**src/rtl/cla_adder_pipe_pkg.sv**
```systemverilog
// Shared definitions for the pipelined carry-lookahead adder: group width,
// mode encodings and the group propagate/generate helper.
package cla_adder_pipe_pkg;

    localparam int GROUP_W = 4;

    localparam logic MODE_ADD = 1'b0;
    localparam logic MODE_SUB = 1'b1;

    typedef struct packed {
        logic pg;
        logic gg;
    } grp_la_t;

    function automatic grp_la_t group_lookahead(input logic [GROUP_W-1:0] p,
                                                input logic [GROUP_W-1:0] g);
        grp_la_t r;
        r.pg = &p;
        r.gg = g[3] | (p[3] & g[2]) | (p[3] & p[2] & g[1]) | (p[3] & p[2] & p[1] & g[0]);
        return r;
    endfunction

endpackage

```
**src/rtl/cla_group4.sv**
```systemverilog
// 4-bit carry-lookahead unit: per-bit carries out from P/G/CI, plus group
// propagate/generate for the next lookahead level.
module cla_group4
    import cla_adder_pipe_pkg::*;
(
    input  logic [GROUP_W-1:0] p,
    input  logic [GROUP_W-1:0] g,
    input  logic               ci,
    output logic [GROUP_W-1:0] co,
    output logic               pg,
    output logic               gg
);

    grp_la_t la;

    always_comb begin
        co[0] = g[0] | (p[0] & ci);
        co[1] = g[1] | (p[1] & g[0]) | (p[1] & p[0] & ci);
        co[2] = g[2] | (p[2] & g[1]) | (p[2] & p[1] & g[0]) | (p[2] & p[1] & p[0] & ci);
        co[3] = g[3] | (p[3] & g[2]) | (p[3] & p[2] & g[1]) | (p[3] & p[2] & p[1] & g[0])
              | (p[3] & p[2] & p[1] & p[0] & ci);
    end

    assign la = group_lookahead(p, g);
    assign pg = la.pg;
    assign gg = la.gg;

endmodule

```
**src/rtl/cla_adder_pipe.sv**
```systemverilog
// Two-stage pipelined carry-lookahead adder/subtractor with valid/ready on both
// sides. Stage 1 forms P/G and group PG/GG; stage 2 resolves carries and flags.
module cla_adder_pipe
    import cla_adder_pipe_pkg::*;
#(
    parameter int WIDTH = 16,
    parameter int GROUP = GROUP_W
) (
    input  logic             clk,
    input  logic             rst,
    input  logic             in_valid,
    output logic             in_ready,
    input  logic [WIDTH-1:0] a,
    input  logic [WIDTH-1:0] b,
    input  logic             ci,
    input  logic             sub,
    output logic             out_valid,
    input  logic             out_ready,
    output logic [WIDTH-1:0] sum,
    output logic             co,
    output logic             ovf,
    output logic             zero
);

    localparam int NG = WIDTH / GROUP;
    localparam int NS = (NG + 3) / 4;

    logic             s2_adv, s1_adv, accept;
    logic [WIDTH-1:0] b_eff, p_in, g_in;
    logic             cin_in;
    logic [NG-1:0]    gpg_in, ggg_in;
    grp_la_t          la;

    logic             s1_valid;
    logic [WIDTH-1:0] s1_p, s1_g;
    logic             s1_cin;
    logic [NG-1:0]    s1_gpg, s1_ggg;

    assign s2_adv   = !out_valid | out_ready;
    assign s1_adv   = s1_valid & s2_adv;
    assign in_ready = !s1_valid | s2_adv;
    assign accept   = in_valid & in_ready;

    // Subtract is A + ~B + 1; the external carry-in is ignored in that mode.
    always_comb begin
        b_eff  = (sub == MODE_SUB) ? ~b : b;
        cin_in = (sub == MODE_ADD) ? ci : 1'b1;
        p_in   = a ^ b_eff;
        g_in   = a & b_eff;
        gpg_in = '0;
        ggg_in = '0;
        la     = '0;
        for (int k = 0; k < NG; k++) begin
            la        = group_lookahead(p_in[k*GROUP_W +: GROUP_W], g_in[k*GROUP_W +: GROUP_W]);
            gpg_in[k] = la.pg;
            ggg_in[k] = la.gg;
        end
    end

    always_ff @(posedge clk) begin
        if (rst) begin
            s1_valid <= 1'b0;
            s1_p     <= '0;
            s1_g     <= '0;
            s1_cin   <= 1'b0;
            s1_gpg   <= '0;
            s1_ggg   <= '0;
        end else begin
            if (in_ready)
                s1_valid <= in_valid;
            if (accept) begin
                s1_p   <= p_in;
                s1_g   <= g_in;
                s1_cin <= cin_in;
                s1_gpg <= gpg_in;
                s1_ggg <= ggg_in;
            end
        end
    end

    // Second level: group PG/GG padded to whole blocks of four groups.
    logic [4*NS-1:0] l2_pg_in, l2_gg_in, gc_out;
    logic [NS-1:0]   l2_pg_out, l2_gg_out;
    logic [NG-1:0]   grp_cin, grp_pg_out, grp_gg_out;
    logic [WIDTH-1:0] grp_co_all, s2_sum;
    logic            s2_co, s2_cmsb;

    always_comb begin
        l2_pg_in         = '0;
        l2_gg_in         = '0;
        l2_pg_in[NG-1:0] = s1_gpg;
        l2_gg_in[NG-1:0] = s1_ggg;
    end

    for (genvar j = 0; j < NS; j++) begin : g_l2
        logic       l2_ci;
        logic [3:0] l2_co;

        // Blocks chain through per-block wires so no vector feeds itself.
        if (j == 0) begin : g_first
            assign l2_ci = s1_cin;
        end else begin : g_next
            assign l2_ci = g_l2[j-1].l2_co[3];
        end

        cla_group4 u_l2 (
            .p  (l2_pg_in[4*j +: 4]),
            .g  (l2_gg_in[4*j +: 4]),
            .ci (l2_ci),
            .co (l2_co),
            .pg (l2_pg_out[j]),
            .gg (l2_gg_out[j])
        );

        assign gc_out[4*j +: 4] = l2_co;
    end

    always_comb begin
        grp_cin    = '0;
        grp_cin[0] = s1_cin;
        for (int k = 1; k < NG; k++)
            grp_cin[k] = gc_out[k-1];
    end

    for (genvar k = 0; k < NG; k++) begin : g_grp
        logic [GROUP_W-1:0] grp_co;

        cla_group4 u_grp (
            .p  (s1_p[k*GROUP_W +: GROUP_W]),
            .g  (s1_g[k*GROUP_W +: GROUP_W]),
            .ci (grp_cin[k]),
            .co (grp_co),
            .pg (grp_pg_out[k]),
            .gg (grp_gg_out[k])
        );

        assign s2_sum[k*GROUP_W +: GROUP_W]     = s1_p[k*GROUP_W +: GROUP_W] ^ {grp_co[2:0], grp_cin[k]};
        assign grp_co_all[k*GROUP_W +: GROUP_W] = grp_co;
    end

    assign s2_co   = grp_co_all[WIDTH-1];
    assign s2_cmsb = grp_co_all[WIDTH-2];

    // Redundant lookahead outputs (top-level PG/GG, padded carries) are not needed.
    logic unused_la;
    assign unused_la = ^{grp_co_all, gc_out, l2_pg_out, l2_gg_out, grp_pg_out, grp_gg_out};

    always_ff @(posedge clk) begin
        if (rst) begin
            out_valid <= 1'b0;
            sum       <= '0;
            co        <= 1'b0;
            ovf       <= 1'b0;
            zero      <= 1'b0;
        end else if (s2_adv) begin
            out_valid <= s1_valid;
            if (s1_adv) begin
                sum  <= s2_sum;
                co   <= s2_co;
                ovf  <= s2_co ^ s2_cmsb;
                zero <= (s2_sum == '0);
            end
        end
    end

endmodule

```
**config.mk**
```make
export PLATFORM = sky130hd
export DESIGN_NAME = cla_adder_pipe
export DESIGN_NICKNAME = d
export VERILOG_FILES = /design/src/rtl/cla_adder_pipe_pkg.sv /design/src/rtl/cla_group4.sv /design/src/rtl/cla_adder_pipe.sv
export SDC_FILE = /design/constraint.sdc
export NUM_CORES = 1
export LEC_CHECK = 0
export ABC_AREA = 1
export BUFFER_PORTS_ARGS = -buffer_cell sky130_fd_sc_hd__buf_2
export CAP_MARGIN = 20
export CORE_MARGIN = 1.5
export CORE_UTILIZATION = 56
export DETAILED_ROUTE_END_ITERATION = 10
export PLACE_DENSITY = 0.8
export SYNTH_ARGS = -nofsm -noshare
export SYNTH_HDL_FRONTEND = slang
export SYNTH_HIERARCHICAL = 1
export SYNTH_SLANG_ARGS = --single-unit
```
**constraint.sdc**
```tcl
create_clock -name clk -period 2.72 [get_ports clk]
set_clock_uncertainty 0.05 [all_clocks]
set_input_delay 0.408 -clock clk [delete_from_list [all_inputs] [get_ports clk]]
set_output_delay 0.408 -clock clk [all_outputs]
set_load 0.01 [all_outputs]
```
==> impl_metrics.csv <==
group,metric,value,unit
sta,rsz0062_at_grt,"false",
synth,syn-num-nets,445,
final_layout,final.fill_count,438,
sta,max_freq,431,MHz
power_and_ir_drop,intPower,1.57,mW
global_routing,grt_use_total,0.237,
cts,clock-sinks,57,
status,status,"finished clean",
cts,clock_path_buffers,2,
cts,h-tree-depth,3,
power_and_ir_drop,p_sw_frac,0.277,
drt,viasPerCell,5.08,
drt,vias,2635,
synth,syn_inst,391,
sta,slew_viol_final,0,
cts,postCtsSetupBuffers,0,
cts,clkLatencyLatePin,0.33,ns
placed_design,place_hpwl,4530,µm
floorplan,top_level_ports,59,
power_and_ir_drop,p_sw,0.599,mW
cts,cts_inserted_buffers,9,
worst_setup_path,crit_fanout,6,
drt,wirelength,6270,µm
worst_setup_path,critPathSlowestCell,"o21ai_0",
cts,hold_buffers,0,
sta,post-route-period-util,0.852,
global_routing,grt_max_degree,40,
floorplan,dieArea,0.00566,mm²
cts,clk_pin_slew,0.06,ns
final_layout,nets,499,
synth,syn_avg_cell_area,7.47,µm²
power_and_ir_drop,clkPwrFrac,0.386,
power_and_ir_drop,ir_drop,302,µV
floorplan,fp-row-count,26,
worst_setup_path,setup.worst_path.start_class,"flip-flop",
floorplan,die_w,75.2,µm
power_and_ir_drop,total_power,2.17,mW
cts,cts-resized-gates,0,
drt,drtIter0Drc,126,
worst_hold_path,hold_class,"primary input to flip-flop",
worst_setup_path,crit_path_frequent_cell,"a21oi_1",
floorplan,initial_utilization,0.576,
worst_setup_path,crit_type,"flip-flop to flip-flop",
power_and_ir_drop,combPwrFrac,0.175,
drt,drc,0,
global_routing,grt_pass1_wl,10000,µm
placed_design,dp_cells,504,
global_routing,grt.overflow.total,0,
placed_design,numPortBuffers,58,
power_and_ir_drop,power.density,634,mW/mm²
sta,finalSetupViolations,0,
placed_design,pre_cts_slack,0.445,ns
final_layout,synthToLayoutAreaGrowth,16.8,%
drt,dr.pass1.iters,4,
final_layout,num_antenna_cells,0,
cts,clockRootBuffer,"clkbuf_8",
power_and_ir_drop,power_leakage,1.63,nW
global_routing,grt_pass1_vias,2303,
worst_setup_path,path_cells,"a21oi_1 > o21ai_0 > a21oi_1 > o21ai_0 > xnor2_1 > nand3_1 > nor2_1 > nand2_1 > a21oi_1",
floorplan,core,0.00507,mm²
synth,synth.cell_area,0.00292,mm²
sta,max-slew-margin-rel,0.570,
final_layout,drive_above_1_share,0.192,
power_and_ir_drop,p_seq_frac,0.439,
synth,yosys_warnings,6,
sta,tightest_slew,0.638,ns
worst_setup_path,worstPathRequired,2.93,ns
worst_setup_path,crit_family,"compound AO/OA/AOI/OAI gates",
cts,cts_tree,"yes",
sta,tns,0,ns
drt,ant_nets,0,
flow_run,drv_cap,0,
floorplan,die_h,75.2,µm
worst_setup_path,arrival,2.53,ns
sta,hold_viol,0,
drt,routedWlPerCell,12.1,µm
final_layout,post_layout_nonfiller_instances,519,
placed_design,place.gp.congestion,0.885,
final_layout,seqCellArea,0.00114,mm²
global_routing,antenna_found_initial,0,
final_layout,final_util,0.673,
worst_setup_path,endpoint_kind,"flip-flop",
worst_setup_path,critPathMaxStageDelay,0.52,ns
sta,worst_slack,0.402,ns
sta,period_minus_slack,2.32,ns
worst_setup_path,critPathBufInv,0,
final_layout,multi_input_area,0.00152,mm²
[path summary, 6_finish.rpt]
check	slack [ns]	to	cells past startpoint	from
worst max-delay path	0.40	zero	9	g_l2[0].l2_ci
worst min register to register	0.41	sum[6]	2	sum[6]
worst min-delay path	0.28	g_l2[0].l2_ci	3	ci
worst max register to register	0.40	zero	9	g_l2[0].l2_ci
[state kept, by name, summed over array words and instances, names as in the netlist]
register    count
s1_p           16
zero            1
l2_pg_in        3
out_valid       1
s1_valid        1
co              1
sum            16
l2_gg_in        3
ovf             1
g_l2.l2_ci      1
s1_g           13
[worst register-to-register path: stages (launching register included)]
cell and delay (ns):
dfxtp_1 0.45, a21oi_1 0.12, o21ai_0 0.53, a21oi_1 0.18, o21ai_0 0.35, xnor2_1 0.19
nand3_1 0.10, nor2_1 0.11, nand2_1 0.06, a21oi_1 0.13
[cell usage in the layout, fill, tap and decap left out, types with 15 or more instances in the layout]
cell / n
nand2_1: 65
buf_2: 58
dfxtp_1: 57
nor2_1: 47
o21ai_0: 45
a21oi_1: 43
inv_1: 34
xor2_1: 23
ha_1: 16
nand3_1: 15
[power groups by stage]
stage               Sequential (mW)  Clock, mW  Combinational, mW
floorplan                     0.965          0              0.267
global placement              0.964          0              0.366
detailed placement            0.967          0              0.373
CTS                           0.949      0.842              0.379
global route                  0.958      0.877              0.433
finish                        0.950      0.836              0.379
[metal layers]
layer,track usage,up-vias,wire (µm)
met5,0,-,0
met4,0.117,0,97
met3,0.0415,9,253
met2,0.373,66,2890
met1,0.313,1166,3030
li1,-,1394,-
[metrics by stage]
step / area [µm²] / hold slack (ns)
6_report: 3410 / 0.284
4_1_cts: 3410 / 0.263
3_5_place_dp: 3200 / 0.405
5_1_grt: 3410 / 0.297
3_3_place_gp: 3200 / 0.404
2_1_floorplan: 2920 / 0.394
[layout make-up]
type | count | share of cell area
clock buffer | 13 | 0.0524
clock inverter | 2 | 0.0103
inverter | 36 | 0.0396
multi-input combinational | 279 | 0.444
sequential | 57 | 0.334
tap | 70 | 0.0257
timing repair buffer | 62 | 0.0938
Note: power is estimated with default switching activity, not from simulation.
